**src/rtl/param_buffer_ctrl.sv**
```systemverilog
// Parameter buffer controller: NUM_BANKS x DEPTH words shared between host bursts and EPU access.
// Optional byte-strobe writes are enabled by defining PARAM_BUF_WSTRB_EN.
module param_buffer_ctrl #(
    parameter int unsigned DATA_W    = 32,
    parameter int unsigned DEPTH     = 16,
    parameter int unsigned NUM_BANKS = 2,
    parameter int unsigned AW        = $clog2(NUM_BANKS * DEPTH)
) (
    input  logic                clk,
    input  logic                rst,
    input  logic                hcmd_valid,
    output logic                hcmd_ready,
    input  logic                hcmd_write,
    input  logic [AW-1:0]       hcmd_addr,
    input  logic [7:0]          hcmd_len,
    input  logic                hw_valid,
    input  logic [DATA_W-1:0]   hw_data,
`ifdef PARAM_BUF_WSTRB_EN
    input  logic [DATA_W/8-1:0] hw_strb,
    input  logic [DATA_W/8-1:0] epu_wstrb,
`endif
    output logic                hw_ready,
    output logic                hr_valid,
    output logic [DATA_W-1:0]   hr_data,
    output logic                hr_last,
    input  logic                hr_ready,
    input  logic                epu_start,
    input  logic                epu_finish,
    output logic                epu_busy,
    input  logic                epu_cs,
    input  logic                epu_we,
    input  logic [AW-1:0]       epu_addr,
    input  logic [DATA_W-1:0]   epu_wdata,
    output logic [DATA_W-1:0]   epu_rdata
);

    localparam int unsigned IW    = $clog2(DEPTH);
    localparam int unsigned WORDS = NUM_BANKS * DEPTH;

    typedef enum logic [1:0] {StIdle, StEpuOwn, StHRd, StHWr} state_e;

    state_e            state_q;
    logic [AW-1:0]     addr_q;
    logic [7:0]        len_q;
    logic [8:0]        beat_q;
    logic              hw_ready_q, hr_valid_q, hr_last_q, epu_busy_q;
    logic [DATA_W-1:0] hr_data_q, epu_rdata_q;
    logic [DATA_W-1:0] mem [WORDS];

    logic              hw_beat, epu_wr, epu_rd, rd_issue;
    logic              mem_we;
    logic [AW-1:0]     mem_waddr;
    logic [DATA_W-1:0] mem_wdata, mem_wmask;

    // hcmd_ready is held low during reset so a command can never be half-accepted.
    assign hcmd_ready = rst && (state_q == StIdle) && !epu_start;
    assign hw_beat    = (state_q == StHWr) && hw_ready_q && hw_valid;
    assign epu_wr     = (state_q == StEpuOwn) && epu_cs && epu_we;
    assign epu_rd     = (state_q == StEpuOwn) && epu_cs && !epu_we;
    assign rd_issue   = (state_q == StHRd) && (beat_q <= {1'b0, len_q})
                        && (!hr_valid_q || hr_ready);

    assign hw_ready  = hw_ready_q;
    assign hr_valid  = hr_valid_q;
    assign hr_data   = hr_data_q;
    assign hr_last   = hr_last_q;
    assign epu_busy  = epu_busy_q;
    assign epu_rdata = epu_rdata_q;

    always_comb begin
        mem_we    = 1'b0;
        mem_waddr = addr_q;
        mem_wdata = hw_data;
        mem_wmask = '1;
        if (hw_beat) begin
            mem_we = 1'b1;
`ifdef PARAM_BUF_WSTRB_EN
            for (int unsigned b = 0; b < DATA_W / 8; b++) begin
                mem_wmask[b*8 +: 8] = {8{hw_strb[b]}};
            end
`endif
        end else if (epu_wr) begin
            mem_we    = 1'b1;
            mem_waddr = epu_addr;
            mem_wdata = epu_wdata;
`ifdef PARAM_BUF_WSTRB_EN
            for (int unsigned b = 0; b < DATA_W / 8; b++) begin
                mem_wmask[b*8 +: 8] = {8{epu_wstrb[b]}};
            end
`endif
        end
    end

    // Storage is deliberately not cleared by reset; writes are only blocked while it is held.
    always_ff @(posedge clk) begin
        if (rst && mem_we) begin
            mem[mem_waddr] <= (mem[mem_waddr] & ~mem_wmask) | (mem_wdata & mem_wmask);
        end
    end

    always_ff @(posedge clk) begin
        if (!rst) begin
            state_q     <= StIdle;
            addr_q      <= '0;
            len_q       <= '0;
            beat_q      <= '0;
            hw_ready_q  <= 1'b0;
            hr_valid_q  <= 1'b0;
            hr_last_q   <= 1'b0;
            epu_busy_q  <= 1'b0;
            hr_data_q   <= '0;
            epu_rdata_q <= '0;
        end else begin
            case (state_q)
                StIdle: begin
                    epu_rdata_q <= '0;
                    if (epu_start) begin
                        state_q    <= StEpuOwn;
                        epu_busy_q <= 1'b1;
                    end else if (hcmd_valid) begin
                        addr_q <= hcmd_addr;
                        len_q  <= hcmd_len;
                        beat_q <= '0;
                        if (hcmd_write) begin
                            state_q    <= StHWr;
                            hw_ready_q <= 1'b1;
                        end else begin
                            state_q <= StHRd;
                        end
                    end
                end
                StEpuOwn: begin
                    if (epu_rd) begin
                        epu_rdata_q <= mem[epu_addr];
                    end else if (epu_finish) begin
                        epu_rdata_q <= '0;
                    end
                    if (epu_finish) begin
                        state_q    <= StIdle;
                        epu_busy_q <= 1'b0;
                    end
                end
                StHWr: begin
                    if (hw_beat) begin
                        // Index wraps inside the bank; the bank bits never change.
                        addr_q[IW-1:0] <= addr_q[IW-1:0] + 1'b1;
                        beat_q         <= beat_q + 9'd1;
                        if (beat_q == {1'b0, len_q}) begin
                            state_q    <= StIdle;
                            hw_ready_q <= 1'b0;
                        end
                    end
                end
                StHRd: begin
                    if (rd_issue) begin
                        hr_data_q      <= mem[addr_q];
                        hr_valid_q     <= 1'b1;
                        hr_last_q      <= (beat_q == {1'b0, len_q});
                        addr_q[IW-1:0] <= addr_q[IW-1:0] + 1'b1;
                        beat_q         <= beat_q + 9'd1;
                    end else if (hr_valid_q && hr_ready) begin
                        hr_valid_q <= 1'b0;
                        hr_last_q  <= 1'b0;
                        if (hr_last_q) begin
                            state_q <= StIdle;
                        end
                    end
                end
                default: state_q <= StIdle;
            endcase
        end
    end

endmodule

```
**config.mk**
```make
export PLATFORM = sky130hd
export DESIGN_NAME = param_buffer_ctrl
export DESIGN_NICKNAME = d
export VERILOG_FILES = /design/src/rtl/param_buffer_ctrl.sv
export SDC_FILE = /design/constraint.sdc
export NUM_CORES = 2
export LEC_CHECK = 0
export ABC_AREA = 1
export BUFFER_PORTS_ARGS = -buffer_cell sky130_fd_sc_hd__buf_2
export CAP_MARGIN = 20
export CORE_MARGIN = 3
export CORE_UTILIZATION = 50
export CTS_CLUSTER_DIAMETER = 100
export DETAILED_ROUTE_END_ITERATION = 10
export PLACE_DENSITY = 0.7
export SLEW_MARGIN = 20
export SYNTH_ARGS = -nofsm -noshare
export SYNTH_HDL_FRONTEND = slang
export SYNTH_SLANG_ARGS = --single-unit
```
**constraint.sdc**
```tcl
create_clock -name clk -period 4.7 [get_ports clk]
set_clock_uncertainty 0.15 [all_clocks]
set_input_delay 0.94 -clock clk [delete_from_list [all_inputs] [get_ports clk]]
set_output_delay 0.94 -clock clk [all_outputs]
set_load 0.02 [all_outputs]
```
Word-level counts from Yosys, hierarchy flattened

Memory sizes are Yosys's and may differ from the RTL's. A register that Yosys moved wholly into a read port is not among the register bits.
Index checks and enable logic that the tools add are counted.

Register bits after elaboration: 60
Bits in latches: 0
Bits in writable memories: 1,024
Memory bits (read-only): 0
Bits of input ports: 92
Word-level logic and storage cells: 104
Memories kept: 1

$add $sub $neg: 2
Multipliers: 0
Div/mod/pow operators: 0
Magnitude comparators: 1
Equality and inequality tests: 17
Shift-type cells: 0
Multiplexer cells: 43
Bitwise logic cells: 1
Reductions and logical operators: 29

Memory list:

| name | words | width | read ports | clocked after Yosys merged registers in | wr ports | line | source |
|---|---|---|---|---|---|---|---|
| mem  | 32    | 32    | 2          | 1                                       | 1        | 48   | `logic [DATA_W-1:0] mem [WORDS];` |

Operators with widths:

| operator                                     | number |
|---|---|
| 2-to-1 mux 32 bit                            | 4 |
| case mux 32 bit (2 select lines)             | 1 |
| 2-to-1 mux 9 bit                             | 4 |
| case mux 9 bit (3 select lines)              | 1 |
| inequality test 2 bit, second input constant | 9 |
| 2-to-1 mux 2 bit                             | 8 |
| 2-to-1 mux 4 bit                             | 4 |
| 2-to-1 mux 1 bit                             | 15 |
| case mux 4 bit (3 select lines)              | 1 |
| logical AND 1 bit                            | 11 |
| 2-to-1 mux 5 bit                             | 2 |
| adder 9 x 1 -> 9 bit, second input constant  | 1 |
| == test 9 x 8 -> 1 bit                       | 1 |
| <= comparator 9 x 8 -> 1 bit                 | 1 |
| case mux 2 bit (4 select lines)              | 1 |
| AND reduction 7 bit                          | 1 |
| inequality test 3 bit, second input constant | 2 |
| AND reduction 2 bit                          | 3 |
| AND reduction 3 bit                          | 2 |
| AND reduction 6 bit                          | 1 |
| nonzero test 2 bit                           | 3 |
| AND reduction 5 bit                          | 1 |
| adder 4 x 1 -> 4 bit, second input constant  | 1 |
| == test 2 bit, second input constant         | 2 |
| other kinds (8)                              | 13 |

Logic depth before layout (Yosys ltp)

Word-level depth: 8
Gate-level depth with buffers: 15

Least setup slack after synthesis

Ideal clock, no wire load.

Path kind: in2reg
Start point: in epu_addr[4]
End point: mem mem[28][0], enable pin
Library setup time: 421 ps
Arrival: 3,305 ps
Slack: 824 ps
Stages on the path: 8
Buffers on the path: 2
Cells stage by stage: buf_2 > inv_1 > clkbuf_1 > o21ai_0 > inv_1 > nor2_1 > nand2_1 > nor2_1

Longest elaborated chain between the ends: 2

Ends and longest elaborated chain:

| element            | line | source |
|---|---|---|
| start: declaration | 32   | `input logic [AW-1:0] epu_addr,` |
| 2-to-1 mux 5 bit   | 82   | `end else if (epu_wr) begin` |
| 2-to-1 mux 5 bit   | 75   | `if (hw_beat) begin` |
| end: declaration   | 48   |  |

No other way between the ends.

Worst setup path after layout

Start point: reg state_q[0]
End point: mem mem[10][14], enable pin

Longest elaborated chain between the ends: 8
Elaborated cells on any way between the ends: 13
Those cells by class: eq/ne: 2; mux: 6; reduce/logical: 5

Ends and longest elaborated chain:

| element                                | line | source |
|---|---|---|
| start: declaration                     | 42   | `state_e state_q;` |
| start signal: assignment               | 103  | `state_q <= StIdle;` |
| start signal: assignment               | 118  | `state_q <= StEpuOwn;` |
| start signal: assignment               | 125  | `state_q <= StHWr;` |
| == test 2 x 1 -> 1 bit                 | 58   | `assign epu_wr = (state_q == StEpuOwn) && epu_cs && epu_we;` |
| logical AND 1 bit (2 in a row)         | 58   |  |
| 2-to-1 mux 1 bit                       | 82   |  |
| 2-to-1 mux 1 bit                       | 75   |  |
| logical AND 1 bit                      | 96   | `if (rst && mem_we) begin` |
| 2-to-1 mux 1 bit                       | 96   |  |
| 2-to-1 mux 1 bit (not written as such) | 97   | `mem[mem_waddr] <= (mem[mem_waddr] & ~mem_wmask) \| (mem_wdata & mem_wmask);` |

Parallel ways exist; a longest one is shown, timed or not.

==> key figures <==
Status
  • Status: completed

Clocking
  • Clock sink count: 1116
  • Clock transition at path regs: 0.07 ns
  • CTS Buffer Depth: 3
  • Hold-fix buffers, CTS: 0
  • H-Tree Level Count: 3
  • Total CTS buffers: 115
  • Clk Latency, worst-skew pair: approximately 0.72 ns
  • CTS tree: done
  • Post-CTS setup buffers: 0
  • Post-CTS sizing: 0
  • CTS Root Cell: clkbuf_16

Placement
  • Placed Area: 57900 um^2
  • Pre-CTS setup slack: around 0.90 ns
  • Routability cong.: 0.896
  • PortBufs: 160
  • HPWL after detailed placement: 111000 um
  • Placed cells: 7505

Logic synthesis
  • Main synth FF type: edfxtp_1
  • Synth async-reset ratio: 0%
  • Synth cell count leaders: 2289 x nand2_1, 1053 x nand3_1, 1024 x edfxtp_1
  • Syn Area/Cell: 8.97 um^2
  • Mapped Cells: 6203
  • Top cells by area, synth: edfxtp_1 55%, nand2_1 15%, nand3_1 9.5%
  • Mapped Area: 55600 um^2
  • Sequential-to-total area share from yosys stat: 58.6%
  • Cell variety after synth: 32
  • Number of synthesized register bits: 1116
  • Synth top area share: 55.3%
  • Synthesis Warnings: 0
  • Area leader, netlist: edfxtp_1
  • Post-synth EDFFs: between 1k and 1.5k
  • Syn_nets: 6310
  • Top-count cell post-synth: nand2_1

Setup path
  • Worst setup path class: reg2reg
  • CP Data Arrival Time: around 3.7 ns
  • CP Launch Type: flip-flop
  • Worst setup EP type: flip-flop
  • Critical Path RT: 4.93 ns
  • Critical path fanouts, max: 22

Global routing
  • Overall global routing resource usage: 32.4%
  • Largest net degree at the start of global routing: around 170
  • First-pass GRT wire length: 285000 um
  • Initial antenna violation count: 3
  • Gr ovfl total: 0
  • Vias in the first global route: approximately 45k

Route
  • Via/cell ratio: around 6.3
  • Pre-antenna DRT Iters: 7
  • Routed WL: 192000 um
  • DRT iter0 DRCs: 7260
  • Vias: 48.4k
  • Number of remaining DRC errors: 0
  • Post-DR wirelength/cell: 24.9 um
  • ANT nets after route: 0

Timing
  • Post-route setup slack: 1.23 ns
  • Final Hold Vio Count: 0
  • Crit path time final: 3.47 ns
  • Fmax: approximately 290 MHz
  • RSZ-0062 raised after global routing: no
  • Slew Limit Fails: 0
  • Tcrit/Tclk final: around 74%
  • Sum of negative setup slack: 0 ns
  • Hold_ws: 0.310 ns
  • Least-Margin Pin Slew: 1.09 ns
  • Rel. slew slack: 27.4%
  • Final setup vio count: 0

Final layout
  • Synthesis-to-finish area growth: 10.7%
  • Layout cells sized above 1: under 10%
  • Final Instance Count excl. Fillers: 7717
  • Layout net count: roughly 6.3k
  • Cell area after layout: 61500 um^2
  • Util after Layout: 56.1%

Power and ir drop
  • PD cells: between 400 and 500 nW/um^2
  • Design Power: 29.9 mW
  • Max VDD drop: approximately 0.45 mV
  • Leakage power: between 20 and 25 nW

Floorplan
  • Die Ht: 340 um
  • Chip width: between 300 and 400 um
  • Row Count: ~120
  • Starting density of the core: between 50 and 60%
  • Core box area: 110000 um^2
  • Die ar.: approximately 120000 um^2
  • I/O pin count: between 150 and 200

Min path
  • Min-delay worst type: reg2reg

Job
  • # Max-Cap Violations: 0
[power breakdown]
group	switching (mW)	total, mW	internal (mW)
clock	3.87	8.97	5.10
sequential	0.322	11.6	11.2
combinational	6.89	9.37	2.48
[per-layer routing]
metal | wire length, um | track usage [%] | up-vias
met5 | 27 | 0 | -
met4 | 11300 | 17.8 | 4
met3 | 25100 | 7.17 | 682
met2 | 85400 | 49.4 | 3645
met1 | 70300 | 43.2 | 22800
li1 | - | - | 21300
[placed cells by master (no fill, tap or decap), types with 31 or more instances in the layout]
cell type / instances
a21oi_1: 222
buf_12: 48
buf_2: 156
buf_4: 90
clkbuf_1: 31
clkbuf_16: 119
dfxtp_1: 87
edfxtp_1: 1024
inv_1: 65
mux2_2: 32
nand2_1: 2288
nand3_1: 1053
nor2_1: 346
nor2_4: 33
o211ai_1: 224
o21a_1: 33
o21ai_0: 277
[worst max-delay path: stages (launching register included)]
cell,delay [ns]
dfxtp_1,0.33
ha_1,0.27
nand3_1,0.20
nand4_4,0.32
buf_4,0.34
nand2_1,0.07
o21ai_0,0.20
inv_1,0.18
nand2_1,0.26
nor2_4,0.49
buf_12,0.30
[cell families (layout without fill, tap and decap cells)]
group                      after synthesis  in the layout  synth area share, %
AOI/OAI and AO/OA                      762            762                 8.03
xor gates and xnor gates                 2              2               0.0315
adders and majority gates               15             15                0.337
buffers and inverters                  546            583                 4.76
DFF                                   1116           1116                 58.6
muxes                                   33             33                0.666
other                                    0              1                    0
and+or+nand+nor                       3729           3729                 27.6
[area by class of cell]
class	instances	area, um^2
fill	9330	48100
sequential	1116	32600
multi-input combinational	4541	20700
clock buffer	153	3140
timing repair buffer	297	2460
tap	1476	1850
clock inverter	58	503
inverter	75	335
antenna	1	2.50
[state kept, by name, indices dropped and copies added (netlist names)]
name and count:
addr_q 5, beat_q 9, epu_busy 1, epu_rdata 32, hr_data 32, hr_last 1
hr_valid 1, hw_ready 1, len_q 8, mem 1024, state_q 2
[path summary, 6_finish.rpt]
check                   from     endpoint  slack (ns)  cells past startpoint
setup / recovery  state_q[0]  mem[10][14]        1.23                     10
hold / removal      len_q[7]     len_q[7]        0.31                      2
setup reg to reg  state_q[0]  mem[10][14]        1.23                     10
hold reg to reg     len_q[7]     len_q[7]        0.31                      2
(Power assumes the default switching activity.)
